$ cat config.mk
export PLATFORM = sky130hd
export DESIGN_NAME = serial_frame_deser_flat
export DESIGN_NICKNAME = d
export VERILOG_FILES = /design/src/rtl/serial_frame_deser_if.sv /design/src/rtl/serial_frame_deser.sv /design/src/flat_wrapper.sv
export SDC_FILE = /design/constraint.sdc
export NUM_CORES = 1
export LEC_CHECK = 0
export CORE_MARGIN = 4
export CORE_UTILIZATION = 28
export CTS_CLUSTER_SIZE = 8
export DETAILED_ROUTE_END_ITERATION = 7
export DONT_BUFFER_PORTS = 1
export PLACE_DENSITY = 0.44
export SYNTH_ARGS = -nofsm -noshare
export SYNTH_HDL_FRONTEND = slang
export SYNTH_SLANG_ARGS = --single-unit
$ cat constraint.sdc
create_clock -name clk -period 5.2 [get_ports clk]
set_input_delay 1.04 -clock clk [delete_from_list [all_inputs] [get_ports clk]]
set_output_delay 1.04 -clock clk [all_outputs]
set_load 0.02 [all_outputs]
$ cat src/rtl/serial_frame_deser_if.sv
// Handshake bundle for serial_frame_deser: serial bit input stream and parallel word output stream.
interface serial_frame_deser_if #(
  parameter int DATA_WIDTH = 4
);
  logic                  in_valid;
  logic                  in_bit;
  logic                  in_ready;
  logic                  out_valid;
  logic                  out_ready;
  logic [DATA_WIDTH-1:0] out_data;
  logic                  par_err;

  modport master (
    output in_valid, in_bit, out_ready,
    input  in_ready, out_valid, out_data, par_err
  );

  modport slave (
    input  in_valid, in_bit, out_ready,
    output in_ready, out_valid, out_data, par_err
  );
endinterface

$ cat src/rtl/serial_frame_deser.sv
// Framed serial receiver (start bit + DATA_WIDTH bits MSB-first) feeding a first-word-fall-through FIFO.
// Optional even-parity bit after the data is enabled by defining SERIAL_FRAME_DESER_PARITY_EN.
module serial_frame_deser #(
  parameter int DATA_WIDTH = 4,
  parameter int FIFO_DEPTH = 2
) (
  input logic              clk,
  input logic              rst,
  serial_frame_deser_if.slave bus
);
  localparam int CW = $clog2(DATA_WIDTH);
  localparam int PW = (FIFO_DEPTH > 1) ? $clog2(FIFO_DEPTH) : 1;
  localparam int NW = $clog2(FIFO_DEPTH + 1);

  typedef enum logic [1:0] {
    S_IDLE   = 2'd0,
`ifdef SERIAL_FRAME_DESER_PARITY_EN
    S_PARITY = 2'd2,
`endif
    S_DATA   = 2'd1
  } state_e;

  state_e                state_q, state_d;
  logic [CW-1:0]         cnt_q, cnt_d;
  logic [DATA_WIDTH-1:0] shreg_q, shreg_d;
  logic                  par_err_q, par_err_d;
  logic [DATA_WIDTH-1:0] mem_q [FIFO_DEPTH];
  logic [DATA_WIDTH-1:0] mem_d [FIFO_DEPTH];
  logic [PW-1:0]         wr_ptr_q, wr_ptr_d;
  logic [PW-1:0]         rd_ptr_q, rd_ptr_d;
  logic [NW-1:0]         count_q, count_d;

  logic                  accept_s;
  logic                  push_s;
  logic                  pop_s;
  logic [DATA_WIDTH-1:0] push_word_s;

  function automatic logic [PW-1:0] next_ptr(input logic [PW-1:0] p);
    return (p == PW'(FIFO_DEPTH - 1)) ? PW'(0) : p + PW'(1);
  endfunction

`ifdef SERIAL_FRAME_DESER_PARITY_EN
  function automatic logic even_parity_ok(input logic [DATA_WIDTH-1:0] w, input logic p);
    return ((^w) ^ p) == 1'b0;
  endfunction
`endif

  // Readiness depends only on registered occupancy, so a stalled frame simply waits in place.
  assign bus.in_ready  = (count_q != NW'(FIFO_DEPTH));
  assign bus.out_valid = (count_q != NW'(0));
  assign bus.out_data  = mem_q[rd_ptr_q];
  assign bus.par_err   = par_err_q;

  assign accept_s = bus.in_valid && bus.in_ready;
  assign pop_s    = (count_q != NW'(0)) && bus.out_ready;

  // Frame FSM next-state: start detection, MSB-first shifting and word push.
  always_comb begin
    state_d     = state_q;
    cnt_d       = cnt_q;
    shreg_d     = shreg_q;
    par_err_d   = 1'b0;
    push_s      = 1'b0;
    push_word_s = shreg_q;
    case (state_q)
      S_IDLE: begin
        if (accept_s && bus.in_bit) begin
          state_d = S_DATA;
          cnt_d   = CW'(0);
        end else begin
          state_d = S_IDLE;
        end
      end
      S_DATA: begin
        if (accept_s) begin
          shreg_d = {shreg_q[DATA_WIDTH-2:0], bus.in_bit};
          if (cnt_q == CW'(DATA_WIDTH - 1)) begin
            cnt_d = CW'(0);
`ifdef SERIAL_FRAME_DESER_PARITY_EN
            state_d = S_PARITY;
`else
            push_s      = 1'b1;
            push_word_s = {shreg_q[DATA_WIDTH-2:0], bus.in_bit};
            state_d     = S_IDLE;
`endif
          end else begin
            cnt_d = cnt_q + CW'(1);
          end
        end else begin
          state_d = S_DATA;
        end
      end
`ifdef SERIAL_FRAME_DESER_PARITY_EN
      S_PARITY: begin
        if (accept_s) begin
          state_d = S_IDLE;
          if (even_parity_ok(shreg_q, bus.in_bit)) begin
            push_s = 1'b1;
          end else begin
            par_err_d = 1'b1;
          end
        end else begin
          state_d = S_PARITY;
        end
      end
`endif
      default: begin
        state_d = S_IDLE;
        cnt_d   = CW'(0);
      end
    endcase
  end

  // FIFO next-state; a push never meets a full FIFO because in_ready gates the final bit.
  always_comb begin
    mem_d    = mem_q;
    wr_ptr_d = wr_ptr_q;
    rd_ptr_d = rd_ptr_q;
    count_d  = count_q;
    if (push_s) begin
      mem_d[wr_ptr_q] = push_word_s;
      wr_ptr_d        = next_ptr(wr_ptr_q);
    end else begin
      wr_ptr_d = wr_ptr_q;
    end
    if (pop_s) begin
      rd_ptr_d = next_ptr(rd_ptr_q);
    end else begin
      rd_ptr_d = rd_ptr_q;
    end
    case ({push_s, pop_s})
      2'b10:   count_d = count_q + NW'(1);
      2'b01:   count_d = count_q - NW'(1);
      default: count_d = count_q;
    endcase
  end

  // State registers for FSM, shifter and FIFO.
  always_ff @(posedge clk) begin
    if (rst) begin
      state_q   <= S_IDLE;
      cnt_q     <= CW'(0);
      shreg_q   <= '0;
      par_err_q <= 1'b0;
      mem_q     <= '{default: '0};
      wr_ptr_q  <= PW'(0);
      rd_ptr_q  <= PW'(0);
      count_q   <= NW'(0);
    end else begin
      state_q   <= state_d;
      cnt_q     <= cnt_d;
      shreg_q   <= shreg_d;
      par_err_q <= par_err_d;
      mem_q     <= mem_d;
      wr_ptr_q  <= wr_ptr_d;
      rd_ptr_q  <= rd_ptr_d;
      count_q   <= count_d;
    end
  end
endmodule
$ cat src/flat_wrapper.sv
// flat-port wrapper written by rule: the top's interface ports become plain ports
module serial_frame_deser_flat 
#(
  parameter int DATA_WIDTH = 4,
  parameter int FIFO_DEPTH = 2
)
  (clk, rst, bus_in_valid, bus_in_bit, bus_out_ready, bus_in_ready, bus_out_valid, bus_out_data, bus_par_err);
  serial_frame_deser_if #(.DATA_WIDTH(DATA_WIDTH)) bus_i ();
  input logic clk;
  input logic rst;
  input wire logic [$bits(bus_i.in_valid)-1:0] bus_in_valid;
  input wire logic [$bits(bus_i.in_bit)-1:0] bus_in_bit;
  input wire logic [$bits(bus_i.out_ready)-1:0] bus_out_ready;
  output wire logic [$bits(bus_i.in_ready)-1:0] bus_in_ready;
  output wire logic [$bits(bus_i.out_valid)-1:0] bus_out_valid;
  output wire logic [$bits(bus_i.out_data)-1:0] bus_out_data;
  output wire logic [$bits(bus_i.par_err)-1:0] bus_par_err;
  assign bus_i.in_valid = bus_in_valid;
  assign bus_i.in_bit = bus_in_bit;
  assign bus_i.out_ready = bus_out_ready;
  assign bus_in_ready = bus_i.in_ready;
  assign bus_out_valid = bus_i.out_valid;
  assign bus_out_data = bus_i.out_data;
  assign bus_par_err = bus_i.par_err;
  serial_frame_deser #(.DATA_WIDTH(DATA_WIDTH), .FIFO_DEPTH(FIFO_DEPTH)) u_core (.clk(clk), .rst(rst), .bus(bus_i));
endmodule
==> results of run 1 <==
==> Yosys cell counts <==
| master | count |
|---|---|
| sky130_fd_sc_hd__dfxtp_1 | 18 |
| sky130_fd_sc_hd__nand2_1 | 8 |
| sky130_fd_sc_hd__a21oi_1 | 6 |
| sky130_fd_sc_hd__a31o_2 | 4 |
| sky130_fd_sc_hd__mux2_2 | 4 |
| sky130_fd_sc_hd__mux2i_1 | 4 |
| sky130_fd_sc_hd__nand2b_1 | 4 |
| sky130_fd_sc_hd__nand3_1 | 4 |
| sky130_fd_sc_hd__nor2_1 | 4 |
| sky130_fd_sc_hd__nor4_1 | 4 |
| sky130_fd_sc_hd__o21ai_0 | 4 |
| sky130_fd_sc_hd__clkbuf_1 | 2 |
| sky130_fd_sc_hd__ha_1 | 2 |
| sky130_fd_sc_hd__inv_1 | 2 |
| sky130_fd_sc_hd__o31ai_1 | 2 |
| sky130_fd_sc_hd__xnor2_1 | 2 |
| sky130_fd_sc_hd__a211oi_1 | 1 |
| sky130_fd_sc_hd__a31oi_1 | 1 |
| sky130_fd_sc_hd__and2_1 | 1 |
| sky130_fd_sc_hd__buf_2 | 1 |
| sky130_fd_sc_hd__buf_4 | 1 |
| sky130_fd_sc_hd__buf_6 | 1 |
| sky130_fd_sc_hd__clkinv_1 | 1 |
| sky130_fd_sc_hd__conb_1 | 1 |
| sky130_fd_sc_hd__nor2b_2 | 1 |
| sky130_fd_sc_hd__nor4_4 | 1 |
| sky130_fd_sc_hd__o21a_1 | 1 |
| sky130_fd_sc_hd__o311ai_0 | 1 |
| sky130_fd_sc_hd__o41ai_1 | 1 |
| sky130_fd_sc_hd__or2_2 | 1 |
| sky130_fd_sc_hd__or3_1 | 1 |
| sky130_fd_sc_hd__or3_4 | 1 |
| sky130_fd_sc_hd__or4_4 | 1 |
| sky130_fd_sc_hd__xor2_1 | 1 |
==> cells by family after synthesis <==
kind of cell | Yosys count
xor gates and xnor gates | 3
adders and majority gates | 2
DFF | 18
buffers and inverters | 8
other | 1
AOI/OAI and AO/OA | 21
and+or+nand+nor | 31
muxes | 8
==> layer usage <==
layer / vias up / part of all wire, % / wire length, um / track usage [%]
met4: 0 / 1.0 / 17 / 4.85
met3: 2 / 3.7 / 60 / 2.13
met5: - / 0 / 0 / 0
met2: 8 / 41 / 678 / 12.6
met1: 293 / 54 / 886 / 13.7
li1: 333 / - / - / -
==> cells in the final DEF, fill, tap and decap left out, types with 2 or more instances in the layout <==
cell type | synthesis | routed
sky130_fd_sc_hd__mux2i_1 | 4 | 4
sky130_fd_sc_hd__nor2_1 | 4 | 4
sky130_fd_sc_hd__xnor2_1 | 2 | 2
sky130_fd_sc_hd__nand2_1 | 8 | 8
sky130_fd_sc_hd__o31ai_1 | 2 | 2
sky130_fd_sc_hd__nor4_1 | 4 | 4
sky130_fd_sc_hd__nand2b_1 | 4 | 4
sky130_fd_sc_hd__inv_1 | 2 | 2
sky130_fd_sc_hd__o21ai_0 | 4 | 4
sky130_fd_sc_hd__mux2_2 | 4 | 4
sky130_fd_sc_hd__nand3_1 | 4 | 4
sky130_fd_sc_hd__ha_1 | 2 | 2
sky130_fd_sc_hd__a31o_2 | 4 | 4
sky130_fd_sc_hd__dfxtp_1 | 18 | 18
sky130_fd_sc_hd__clkbuf_4 | 0 | 3
sky130_fd_sc_hd__a21oi_1 | 6 | 6
==> cell type report <==
cell class / count / area (sq um)
clock buffers: 4 / 36.3
flip-flops and latches: 18 / 360
fillers: 309 / 1940
multi-input cells: 66 / 465
well taps: 31 / 38.8
inverters: 3 / 11.3
==> state kept, by name, indices dropped and copies added (netlist names) <==
signal and count:
u_core.wr_ptr_q 1, u_core.state_q 1, u_core.count_q 2, u_core.rd_ptr_q 1, u_core.cnt_q 2, u_core.mem_q 8, u_core.shreg_q 3
==> final timing paths <==
| path | from | end | cells after the start |
|---|---|---|---|
| max | u_core.count_q[1] | bus_in_ready | 2 |
| min | u_core.mem_q[5] | u_core.mem_q[5] | 2 |
| max reg2reg | u_core.count_q[1] | u_core.count_q[1] | 6 |
| min reg2reg | u_core.mem_q[5] | u_core.mem_q[5] | 2 |
==> worst register-to-register path: stages, from the launching register on <==
cell and delay (ns):
sky130_fd_sc_hd__dfxtp_1 0.38, sky130_fd_sc_hd__nor2b_2 0.57, sky130_fd_sc_hd__nor2_1 0.15, sky130_fd_sc_hd__nand2_1 0.10, sky130_fd_sc_hd__ha_1 0.25, sky130_fd_sc_hd__or3_1 0.35
sky130_fd_sc_hd__a21oi_1 0.13
==> per-stage QoR <==
stage / worst slack (ns) / instance area (sq um) / hold WS (ns)
3_5_place_dp: 2.86 / 876 / 0.448
3_3_place_gp: 2.89 / 876 / 0.447
5_1_grt: 2.42 / 912 / 0.494
6_report: 2.59 / 912 / 0.463
2_1_floorplan: 2.93 / 868 / 0.432
4_1_cts: 2.57 / 912 / 0.467
==> power by group <==
part / internal, mW / leakage (nW) / switching, mW
registers: 0.139 / 0.145 / 0.00120
logic: 0.00238 / 0.144 / 0.00522
clock network: 0.0426 / 0.0210 / 0.0428
==> results summary, run 1 <==
The run finished with clean final reports. The number of buffers inserted during clock tree synthesis is 3. The overall fraction of global-route tracks in use is 9.43%. The total length of routed wires came out at 1640 um. The total of warnings raised by yosys came out at 0.

The remaining global-route overflow is 0. The largest net degree at the start of global routing is 17. The max-slew violation count came out at 0. The fraction of the mapped netlist area in compound gates came out at 16.0%. The count of vias placed by the detailed router is 636. The signal on the critical path passes through nor2b_2 > inv_1. Synthesis handed over a netlist of 92 instances. The placeable core area is 2850 sq um.

The number of global-route vias before repair is 626. Routability-driven placement finished with a final weighted congestion of 0.718. The final hold violation count was 0. Relative to the synthesized area, the layout overhead comes to 5.04%. After synthesis, the cell types taking the most area are sky130_fd_sc_hd__dfxtp_1 (41%), sky130_fd_sc_hd__mux2_2 (5.2%), sky130_fd_sc_hd__mux2i_1 (4.6%). TritonCTS built the clock tree.

The half-perimeter wire length of the detailed placement result is 1230 um. The first detailed-routing pass took 2 iterations. The initial DRC count is 8. The number of buffers on the longest clock path came out at 2. Hold repair after CTS inserted 0 buffers. At the end of the flow the core is filled with cells to 32.0%. The data arrival time at the worst-slack endpoint is 1.57 ns. The relative max-transition margin is 57.4%. The summed instance area of the synthesized netlist is 868 sq um.

The count of standard-cell rows came out at 19. The worst supply voltage drop on vdd is 0.0000941 V. After detailed routing, the number of vias per cell comes to 5.21. The net count of the finished layout is 99. Subtracting the final worst setup slack from the clock period gives 2.61 ns. The number of top-level pins came out at 12. The final clock skew came out at 0.00154 ns.

Counting every net in the synthesized netlist gives 99. The sequential share of the synthesized area came out at 41.5%. Data on the critical path is required at its endpoint by 4.16 ns. The die is 63.7 um wide. The initial antenna violation count came out at 0. The peak fanout along the critical path is 16. STA classifies the critical path endpoint as an output port. The share of the synthesized area in the top cell type is 41.5%. The cell with the biggest individual delay on the critical path is sky130_fd_sc_hd__nor2b_2. At the pin with the least slew margin, the transition time is 0.636 ns. The max-cap violation count came out at 0. The worst stage delay on the critical path came out at 0.57 ns. The cell type group with the largest total delay on the critical path is simple AND/OR/NAND/NOR gates. The first-pass GRT wire length is 3020 um. The area share of and/or/nand/nor cells after synthesis came out at 21.5%. The total instance count after detailed placement came out at 118. The insertion delay of the later-clocked pin in the worst-skew pair is 0.29 ns. The final standard cell count with taps included and fillers excluded came out at 122. Port buffering added 0 buffers. The floorplan die area came out at 4060 sq um. The DRC violation count after routing is 0.

Setup violations remaining at the end of the flow were counted as 0. The static power due to leakage came out at 0.310 nW. By area, the combinational part of the netlist is dominated by simple AND/OR/NAND/NOR gates. The post-synthesis mux area share is 9.80%. The tightest min-delay check is of the flop to flop type. The clock-pin slew on the worst setup and hold paths came out at 0.10 ns. Once the clock tree was built, the setup fixing pass inserted 0 buffers.

Summed over all failing endpoints, the final setup total negative slack is 0 ns. The part of the cycle the worst path needs is 50.3%. After clock tree synthesis, the repair step resized 0 gates. The fmax is 0.382 GHz. After detailed routing, the average wire length per cell comes to 13.5 um.

Setup repair after global routing left no endpoint under its margin. The xor and xnor area share after synthesis came out at 3.03%. The buffer and inverter count on the worst path came out at 1. The maximum level of the CTS H-tree came out at 1. The number of sinks driven by the clock tree came out at 18. The initial cell density of the core came out at 30.4%.

The adder and majority cell fraction of the synthesized area is 2.88%. The share of post-route cells with drive strength above 1 came out at 18.7%. In this run, distinct cell masters in the synthesized netlist total 34. Synthesis inferred 18 register bits. The worst setup path is launched from a flop. The antenna violation net count after detailed routing came out at 0. The completed layout was analyzed and its total power is 0.233 mW. In this run the mean area of a mapped cell was 9.44 sq um. The chip height came out at 63.7 um. Power spread over the standard cell area amounts to 256 nW/um^2. The worst setup path is of the flop to output port kind.

The library cell with the largest summed area after synthesis is sky130_fd_sc_hd__dfxtp_1. The reg-to-reg setup timing slack came out at 3.22 ns. The diode insertion count for antenna repair is 0.

The clock root buffer master is sky130_fd_sc_hd__clkbuf_4.
(Power assumes the default switching activity.)
==> run 2, diff against run 1 <==
clock period = 2.5 ns   (was 5.2 ns; I/O delays follow)
==> run 2 against run 1 <==
Power rose by 91%. Core utilization fell by 0.48 points. Design area fell by 1.5%. Wire length rose by 0.37%. Global-route usage fell by 0.71 points. Setup slack got worse by 2.1 ns. Die area did not move. Clock skew rose by 0.0034 ns. Worst hold slack got worse by 0.20 ns. Count of clock-buffer cells in the layout fell by 1. Largest cell class unchanged. Highest routed layer unchanged.
==> results summary, run 2 (synthesis gave the netlist of run 1 again) <==
From bottom edge to top edge, the die measures 63.7 um. Sequential cells burn 65.4% of the power. The final critical delay including setup and external delays came out at 2.06 ns.

The total negative slack is 0 ns. The part of the cycle the worst path needs came out at 82.3%. The final setup slack of the worst path came out at 0.444 ns. The area growth from synthesis to final layout came out at 3.46%. STA classifies the critical path endpoint as an output port. The initial DRC count is 10.

The placeable core area is 2850 sq um. TritonCTS created 3 clock buffers. The run finished with clean final reports. The total length of routed wires is 1650 um. The floorplan die area came out at 4060 sq um. The share of total power dissipated in combinational logic is 3.5%. Setup repair after global routing left no endpoint under its margin. The antenna violation net count after detailed routing is 0. The number of top-level pins is 12. The relative max-transition margin came out at 59.5%. The peak fanout along the critical path came out at 16.

In this run the worst hold path is classified as input port to flop. The count of buffers added on input and output ports is 0. The clock reaches the later pin of the worst-skew pair after 0.29 ns. The number of flip-flops under the largest register name is 8. The initial cell density of the core is 30.4%. Timing analysis after detailed placement gives a worst setup slack of 0.524 ns. The largest net degree at the start of global routing is 17. The detailed-routing iteration count for the pre-antenna-repair pass is 3. The initial antenna violation count is 0. The horizontal die dimension is 63.7 um. The data required time of the worst path is 2.00 ns. The post-layout total power is 0.446 mW. The number of global-route vias before repair came out at 601. Summed over all layers, the global routing overflow is 0.

Post-CTS timing repair inserted 0 buffers for setup. Clock-pin slew was measured on the worst setup and hold paths at 0.10 ns. Buffers inserted to repair hold after CTS numbered 0.

Summing all placed instances gives a cell area of 876 sq um. The worst supply voltage drop on vdd came out at 0.000271 V. The worst setup path is launched from a flop.

For the pin with the worst max-slew slack, the measured transition is 0.604 ns. The number of sinks driven by the clock tree is 18. The analysis attributes to net switching a power of 0.0959 mW. The maximum level of the CTS H-tree is 1. The max-slew violation count is 0. The worst slack on hold paths came out at 0.264 ns. The total instance count after detailed placement is 118. The count of standard-cell rows came out at 19. The cell sitting at the root of the clock tree is a sky130_fd_sc_hd__clkbuf_4.

Dividing the detail-routed wire length by the instance count gives 13.6 um. TritonCTS built the clock tree. The critical path in this run is classified as flop to output port.

Leaving out fill and tap cells, the most frequent cells in the layout are sky130_fd_sc_hd__dfxtp_1 (18), sky130_fd_sc_hd__nand2_1 (8), sky130_fd_sc_hd__a21oi_1 (6). The final clock skew is 0.00494 ns. The first-pass GRT wire length came out at 2760 um. Max-cap violations in this run came to 0. The DRC violation count after routing came out at 0.

The static power due to leakage is 0.303 nW. The share of post-route cells with drive strength above 1 came out at 17.8%. The data arrival time at the worst-slack endpoint came out at 1.56 ns. The final weighted congestion of routability-driven global placement is 0.748. The repair_antennas step left the layout with diodes totalling 0.

Per report_power, the clock group accounts for 31.1% of the total. The number of resized instances in the post-cts repair step is 0. At the end of the flow, the number of nets in the layout was 99.

The net switching share of the total power is 21.5%. The final hold violation count is 0. The power density relative to cell area is 496 nW/um^2. Counting flops per register, the top entry is u_core.mem_q.

Derived from the worst setup path, the maximum achievable clock frequency is 0.486 GHz. The final standard cell count with taps included and fillers excluded is 121. Detailed placement finished with a half-perimeter wire length of 1210 um.

The count of vias placed by the detailed router came out at 638. Using the TritonRoute via totals, the vias-per-cell ratio works out to 5.27. The library cell used most frequently in the layout, excluding fill and tap cells, is sky130_fd_sc_hd__dfxtp_1. After routing the design area is 898 sq um.

Setup violations remaining at the end of the flow were counted as 0. The largest registers in the layout are u_core.mem_q (8), u_core.shreg_q (3). The internal portion of the total power is 0.350 mW. The number of buffers on the longest clock path is 2. Global routing used 8.72% of the available tracks across all layers. Once layout is complete, the utilization of the core stands at 31.5%.
## run 2: cell count changes in the layout (fill, tap and decap cells not counted), sizes merged
cell | before | now
clkbuf | 4 | 3
## run 2: power groups by stage
| stage | registers (mW) | clock network, mW | logic [mW] |
|---|---|---|---|
| 2_1_floorplan | 0.298 | 0 | 0.0161 |
| 3_3_place_gp | 0.298 | 0 | 0.0159 |
| 3_5_place_dp | 0.298 | 0 | 0.0158 |
| 4_1_cts | 0.292 | 0.148 | 0.0157 |
| 5_1_grt | 0.292 | 0.159 | 0.0170 |
| 6_report | 0.292 | 0.139 | 0.0157 |
## run 2: layout make-up
| class | instances | area, sq um |
|---|---|---|
| fillers | 301 | 1950 |
| multi-input cells | 66 | 465 |
| flip-flops and latches | 18 | 360 |
| well taps | 31 | 38.8 |
| clock buffers | 3 | 22.5 |
| inverters | 3 | 11.3 |
## run 2: per-layer routing
layer / share of wire, % / vias to the layer above / routed length, um / GRT usage, %
met5: 0 / - / 0 / 0
met4: 1.0 / 0 / 17 / 3.23
met3: 5.1 / 2 / 84 / 4.62
met2: 40 / 9 / 667 / 12.5
met1: 53 / 295 / 879 / 10.9
li1: - / 332 / - / -
## run 2: critical path, cell delays in order, from the launching register on
cell and delay [ns]:
sky130_fd_sc_hd__dfxtp_1 0.38, sky130_fd_sc_hd__nor2b_2 0.55, sky130_fd_sc_hd__inv_1 0.33
## run 2: worst paths after layout
| path | startpoint | to | slack, ns | cells past startpoint |
|---|---|---|---|---|
| setup / recovery | u_core.count_q[1] | bus_in_ready | 0.44 | 2 |
| hold / removal | rst | u_core.shreg_q[1] | 0.26 | 1 |
| hold reg to reg | u_core.mem_q[6] | u_core.mem_q[6] | 0.46 | 2 |
| setup reg to reg | u_core.count_q[1] | u_core.count_q[1] | 0.50 | 6 |
